## config.mk

```make
export PLATFORM = sky130hd
export DESIGN_NAME = shot_controller
export DESIGN_NICKNAME = d
export VERILOG_FILES = /design/src/rtl/battleship_pkg.sv /design/src/rtl/cursor_ctrl.sv /design/src/rtl/shot_controller.sv
export SDC_FILE = /design/constraint.sdc
export NUM_CORES = 1
export LEC_CHECK = 0
export ABC_AREA = 1
export CAP_MARGIN = 5
export CORE_MARGIN = 5
export CORE_UTILIZATION = 63
export DETAILED_ROUTE_END_ITERATION = 10
export HOLD_SLACK_MARGIN = 0.02
export MAX_ROUTING_LAYER = met4
export PLACE_DENSITY_LB_ADDON = 0.15
export SLEW_MARGIN = 0
export SYNTH_ARGS = -nofsm -noshare
export SYNTH_HDL_FRONTEND = slang
export SYNTH_SLANG_ARGS = --single-unit
```

## constraint.sdc

```tcl
create_clock -name clk -period 4.4 [get_ports clk]
set_input_delay 1.1 -clock clk [delete_from_list [all_inputs] [get_ports clk]]
set_output_delay 1.1 -clock clk [all_outputs]
set_load 0.005 [all_outputs]
```

## src/rtl/battleship_pkg.sv

```systemverilog
// Shared grid geometry, game constants, controller states and the cell-index
// helper for the battleships sequencing logic.
package battleship_pkg;

    localparam int GRID_W        = 10;
    localparam int GRID_H        = 10;
    localparam int SHIP_CELLS    = 17;
    localparam int QUERY_TIMEOUT = 15;
    localparam int ADDR_W        = $clog2(GRID_W * GRID_H);
    localparam int COORD_W       = $clog2((GRID_W > GRID_H) ? GRID_W : GRID_H);

    typedef enum logic [1:0] {
        AIM   = 2'd0,
        QUERY = 2'd1,
        MARK  = 2'd2,
        OVER  = 2'd3
    } state_t;

    // Row-major cell index; the grid width is passed in so overridden grids work.
    function automatic int cell_index(int x, int y, int grid_w);
        return y * grid_w + x;
    endfunction

endpackage

```

## src/rtl/cursor_ctrl.sv

```systemverilog
// Saturating x/y aiming cursor. Opposing pulses in the same cycle cancel;
// x and y move independently, so diagonal steps are possible.
module cursor_ctrl #(
    parameter int MAX_X = 9,
    parameter int MAX_Y = 9,
    parameter int W     = 4
) (
    input  logic         clk,
    input  logic         reset,
    input  logic         en,
    input  logic         btn_l,
    input  logic         btn_r,
    input  logic         btn_u,
    input  logic         btn_d,
    output logic [W-1:0] x,
    output logic [W-1:0] y
);

    logic [W-1:0] x_q, x_d;
    logic [W-1:0] y_q, y_d;

    always_comb begin
        x_d = x_q;
        y_d = y_q;
        if (en) begin
            if (btn_l && !btn_r && (x_q != '0))
                x_d = x_q - 1'b1;
            else if (btn_r && !btn_l && (x_q != W'(MAX_X)))
                x_d = x_q + 1'b1;
            // Row 0 is the top of the board, so "down" increments y.
            if (btn_u && !btn_d && (y_q != '0))
                y_d = y_q - 1'b1;
            else if (btn_d && !btn_u && (y_q != W'(MAX_Y)))
                y_d = y_q + 1'b1;
        end
    end

    always_ff @(posedge clk) begin
        if (reset) begin
            x_q <= '0;
            y_q <= '0;
        end else begin
            x_q <= x_d;
            y_q <= y_d;
        end
    end

    assign x = x_q;
    assign y = y_q;

endmodule

```

## src/rtl/shot_controller.sv

```systemverilog
// Battleships shot sequencer: aims the cursor, runs a ship-map lookup per shot,
// writes one board mark per completed shot and keeps the packed score.
module shot_controller #(
    parameter int GRID_W        = battleship_pkg::GRID_W,
    parameter int GRID_H        = battleship_pkg::GRID_H,
    parameter int SHIP_CELLS    = battleship_pkg::SHIP_CELLS,
    parameter int QUERY_TIMEOUT = battleship_pkg::QUERY_TIMEOUT,
    localparam int ADDR_W       = $clog2(GRID_W * GRID_H),
    localparam int COORD_W      = $clog2((GRID_W > GRID_H) ? GRID_W : GRID_H)
) (
    input  logic               clk,
    input  logic               reset,
    input  logic               btn_l,
    input  logic               btn_r,
    input  logic               btn_u,
    input  logic               btn_d,
    input  logic               btn_fire,
    input  logic               new_game,
    output logic [COORD_W-1:0] cursor_x,
    output logic [COORD_W-1:0] cursor_y,
    output logic               q_req,
    output logic [ADDR_W-1:0]  q_addr,
    input  logic               q_ack,
    input  logic               q_hit,
    output logic               mark_we,
    output logic [ADDR_W-1:0]  mark_addr,
    output logic               mark_hit,
    output logic [15:0]        score,
    output logic               game_over,
    output logic               busy
);

    import battleship_pkg::*;

    localparam int CELLS = GRID_W * GRID_H;
    localparam int TMO_W = $clog2(QUERY_TIMEOUT + 1);

    // Lookup handshake: q_req rises with q_addr valid and both stay frozen until
    // the responder pulses q_ack for one cycle, q_hit being valid in that cycle.
    // The request is withdrawn the cycle after the ack or after the timeout.
    state_t             state_q, state_d;
    logic [CELLS-1:0]   shot_map_q, shot_map_d;
    logic [7:0]         hits_q, hits_d;
    logic [7:0]         shots_q, shots_d;
    logic [TMO_W-1:0]   tmo_q, tmo_d;
    logic               q_req_q, q_req_d;
    logic [ADDR_W-1:0]  q_addr_q, q_addr_d;
    logic               mark_we_q, mark_we_d;
    logic [ADDR_W-1:0]  mark_addr_q, mark_addr_d;
    logic               mark_hit_q, mark_hit_d;
    logic               busy_q, busy_d;
    logic               game_over_q, game_over_d;

    logic               restart;
    logic               move_en;
    logic [ADDR_W-1:0]  cur_addr;

    assign restart  = reset | new_game;
    assign move_en  = (state_q == AIM) && !btn_fire;
    assign cur_addr = ADDR_W'(cell_index(int'(cursor_x), int'(cursor_y), GRID_W));

    cursor_ctrl #(
        .MAX_X (GRID_W - 1),
        .MAX_Y (GRID_H - 1),
        .W     (COORD_W)
    ) u_cursor (
        .clk   (clk),
        .reset (restart),
        .en    (move_en),
        .btn_l (btn_l),
        .btn_r (btn_r),
        .btn_u (btn_u),
        .btn_d (btn_d),
        .x     (cursor_x),
        .y     (cursor_y)
    );

    always_comb begin
        state_d     = state_q;
        shot_map_d  = shot_map_q;
        hits_d      = hits_q;
        shots_d     = shots_q;
        tmo_d       = tmo_q;
        q_req_d     = q_req_q;
        q_addr_d    = q_addr_q;
        mark_we_d   = 1'b0;
        mark_addr_d = mark_addr_q;
        mark_hit_d  = mark_hit_q;
        busy_d      = busy_q;
        game_over_d = game_over_q;
        case (state_q)
            AIM: begin
                if (btn_fire && !shot_map_q[cur_addr]) begin
                    state_d  = QUERY;
                    q_req_d  = 1'b1;
                    q_addr_d = cur_addr;
                    tmo_d    = '0;
                    busy_d   = 1'b1;
                end
            end
            QUERY: begin
                if (q_ack) begin
                    state_d     = MARK;
                    q_req_d     = 1'b0;
                    mark_we_d   = 1'b1;
                    mark_addr_d = q_addr_q;
                    mark_hit_d  = q_hit;
                end else if (tmo_q == TMO_W'(QUERY_TIMEOUT - 1)) begin
                    state_d = AIM;
                    q_req_d = 1'b0;
                    busy_d  = 1'b0;
                end else begin
                    tmo_d = tmo_q + 1'b1;
                end
            end
            MARK: begin
                shot_map_d[mark_addr_q] = 1'b1;
                shots_d = (shots_q == 8'hff) ? shots_q : shots_q + 8'd1;
                hits_d  = hits_q + {7'd0, mark_hit_q};
                busy_d  = 1'b0;
                if (hits_d == 8'(SHIP_CELLS)) begin
                    state_d     = OVER;
                    game_over_d = 1'b1;
                end else begin
                    state_d = AIM;
                end
            end
            default: begin
                state_d = OVER;
            end
        endcase
    end

    always_ff @(posedge clk) begin
        if (restart) begin
            state_q     <= AIM;
            shot_map_q  <= '0;
            hits_q      <= '0;
            shots_q     <= '0;
            tmo_q       <= '0;
            q_req_q     <= 1'b0;
            q_addr_q    <= '0;
            mark_we_q   <= 1'b0;
            mark_addr_q <= '0;
            mark_hit_q  <= 1'b0;
            busy_q      <= 1'b0;
            game_over_q <= 1'b0;
        end else begin
            state_q     <= state_d;
            shot_map_q  <= shot_map_d;
            hits_q      <= hits_d;
            shots_q     <= shots_d;
            tmo_q       <= tmo_d;
            q_req_q     <= q_req_d;
            q_addr_q    <= q_addr_d;
            mark_we_q   <= mark_we_d;
            mark_addr_q <= mark_addr_d;
            mark_hit_q  <= mark_hit_d;
            busy_q      <= busy_d;
            game_over_q <= game_over_d;
        end
    end

    assign q_req     = q_req_q;
    assign q_addr    = q_addr_q;
    assign mark_we   = mark_we_q;
    assign mark_addr = mark_addr_q;
    assign mark_hit  = mark_hit_q;
    assign score     = {shots_q, hits_q};
    assign game_over = game_over_q;
    assign busy      = busy_q;

endmodule

```

==> results.json <==
{
  "vdd_ir_drop_max_mv": 0.253,
  "die-height_um": 117,
  "synth_enable_flop_cells": 0,
  "netlist-cell-type-count": 39,
  "residual_drc": 0,
  "multi_input_comb_area_um2": 3400,
  "postSynthNetCount": 1049,
  "coreArea_um2": 11300,
  "cts.clk_slew.worst_paths_ps": 60,
  "filler_cell_count": 923,
  "final_critical_path_setup_slack_ps": 1340,
  "synth_area_um2": 7170,
  "worst_slew_margin_rel": 0.278,
  "tot_gr_track_use": 0.288,
  "cts-buffers-inserted": 17,
  "final-hold-violation-count": 0,
  "cts_post_setup_buffers_inserted": 0,
  "area_growth_syn_to_layout_pct": 15.2,
  "worstPathRequired_ps": 4760,
  "final_nets": 1084,
  "netlist.top_cell.by_area": "dfxtp_1",
  "final_layout_size_suffix_gt1_frac": 0.0648,
  "die_width_um": 117,
  "critical_path.max_stage_delay_ps": 510,
  "synth_ff_type": "dfxtp_1",
  "detailedPlacementHpwl_um": 11400,
  "cp_num_buf_inv": 3,
  "synthesis.instances": 1016,
  "place.port_buffers": 52,
  "max-clock-path-buffers": 2,
  "power.static_leakage_nw": 3.22,
  "timing.critical_path.from_type": "flop",
  "cts-root-buf": "clkbuf_16",
  "cts_max_level": 4,
  "status": "finished, final reports clean",
  "worstMarginPinSlew_ps": 1080,
  "utilization": 0.732,
  "final_min_period_over_clock_period": 0.694,
  "avg_cell_area_syn_um2": 7.06,
  "max_freq_mhz": 327,
  "synth-seq-cells": 149,
  "cpLargestDelayFamily": "adder cells",
  "detail_route.vias_per_cell": 5.45,
  "route.antenna.remaining_nets": 0,
  "post-place-cells": 1175,
  "route.final.wire_length_um": 18100,
  "vias": 6579,
  "yosysSeqAreaShare": 0.416,
  "grt_antenna_before_repair": 0,
  "power_per_cell_area_nw_per_um2": 361,
  "grt_setup_unrepaired": "no",
  "fin_crit_ps": 3060,
  "boundaryPins": 53,
  "cp_cell_sequence": "ha_1, ha_1, inv_1, fa_1, xor2_1, inv_1, nand4_1, nand2_1, nand2_1, nand3_4, nand2_2, nand3_1, nand2_1, inv_1, nor2_1",
  "pre_cts_slack_ps": 1290,
  "postSynth.asyncResetShare": 0,
  "final_cell_area_um2": 8260,
  "cts_tree": "done",
  "detailed_place.area_um2": 7700,
  "critical-path-slowest-cell": "dfxtp_1",
  "min_path_type": "flop to flop",
  "floorplan.die_area_um2": 13600,
  "drt-wirelength-per-cell_um": 15.0,
  "drtIter0Drc": 607,
  "cts_hold_buf": 0,
  "tritoncts_num_sinks": 149,
  "antenna_cells_inserted": 0,
  "grt_pass1_vias": 6191,
  "post_cts.resized_instances": 0,
  "placement_rows": 39,
  "end_kind": "flop",
  "critical_path.max_fanout": 11,
  "maxSlewViolCount": 0,
  "tns_ps": 0,
  "clk-insertion-delay-late_ps": 420,
  "drv_cap": 0,
  "starting_density": 0.636,
  "gp_routability_congestion": 0.900,
  "skew_ps": 4.81,
  "synth.top_cell.area_share": 0.416,
  "grt_first_pass_wirelength_um": 29800,
  "final-instance-count-excl-fill": 1207,
  "arrival_ps": 3410,
  "residual_overflow_from_global_routing": 0,
  "timing.setup.critical_path_class": "flop to flop",
  "synth_top_cells_by_area": "dfxtp_1 (42%), nand2_1 (13%), a21oi_1 (9.6%)",
  "drt_pre_antenna_iters": 6,
  "setup_violation_total_in_the_final_timing_report": 0,
  "largest_net_degree_at_the_start_of_global_routing": 74,
  "synth.yosys.warnings": 0,
  "regArea_um2": 2980
}
-- tightest hold or removal path: cells and delay by family (launching register included) --
kind            cells  cell delay [ps]
flops               1              310
buf+inv             1               60
compound gates      1               40
-- sequential cells by signal, summed over array words and instances, names as in the netlist --
signal      count
q_addr          7
mark_hit        1
mark_we         1
hits_q          8
shots_q         8
u_cursor.x      4
q_req           1
state_q         2
busy            1
game_over       1
u_cursor.y      4
shot_map_q    100
tmo_q           4
mark_addr       7
-- power by group --
| group | switching (mW) | internal (mW) |
|---|---|---|
| sequential | 0.0201 | 1.37 |
| combinational | 0.158 | 0.0834 |
| clock | 0.550 | 0.805 |
-- metrics by stage --
| stage | power, mW | hold slack [ps] |
|---|---|---|
| after global placement | 1.65 | 438 |
| final | 2.98 | 451 |
| after detailed placement | 1.65 | 444 |
| after CTS | 2.99 | 453 |
| after global routing | 3.10 | 467 |
| after floorplan | 1.58 | 431 |
-- area by class of cell --
class / count / share of cell area
multi-input cells: 682 / 0.412
flip-flops and latches: 149 / 0.361
clock inverters: 8 / 0.00576
inverters: 137 / 0.0633
repair buffers: 64 / 0.0740
clock buffers: 24 / 0.0620
well taps: 143 / 0.0217
-- cells by family after synthesis --
logic type	Yosys count	synth area share
flip-flops	149	0.416
buffers and inverters	185	0.111
AO/OA/AOI/OAI	209	0.157
XOR/XNOR	11	0.0134
AND/OR/NAND/NOR	439	0.257
adder cells (fa/ha/maj)	23	0.0443
-- synthesized netlist by cell type, drive strengths merged, types with 4 or more instances --
library cell and count:
o21ai 46, nand2 245, o211ai 15, nor3 10
nand4 10, a21oi 142, a211oi 4, fa 4
nor2 99, inv 136, ha 19, nand3 65
dfxtp 149, buf 21, clkbuf 27, xor2 10
-- per-layer routing --
layer	global-route usage	wire length, um	up-vias
met4	0.117	502	0
met2	0.450	8260	213
li1	-	-	3321
met1	0.361	8170	3000
met3	0.0674	1170	45
met5	-	0	-
-- path summary, 6_finish.rpt --
check,depth (start not counted),slack (ps),startpoint,endpoint
max,15,1340,u_cursor.y[1],tmo_q[0]
min,2,450,q_req,q_req
max reg2reg,15,1340,u_cursor.y[1],tmo_q[0]
min reg2reg,2,450,q_req,q_req
-- placed cells by master (no fill, tap or decap), drive strengths merged, types with 2 or more instances in the layout --
cell,synthesis,routed
a21oi,142,142
nand2,245,245
buf,21,12
nor4,2,2
nand3,65,65
and2,2,2
clkinv,1,7
dfxtp,149,149
nand4,10,10
clkinvlp,0,3
o211ai,15,15
clkbuf,27,24
ha,19,19
nor3,10,10
inv,136,135
nor3b,2,2
or2,2,2
a211oi,4,4
o21ai,46,46
nor2,99,99
clkdlybuf4s50,0,52
xor2,10,10
fa,4,4
Power figures use the tool's default switching activity.
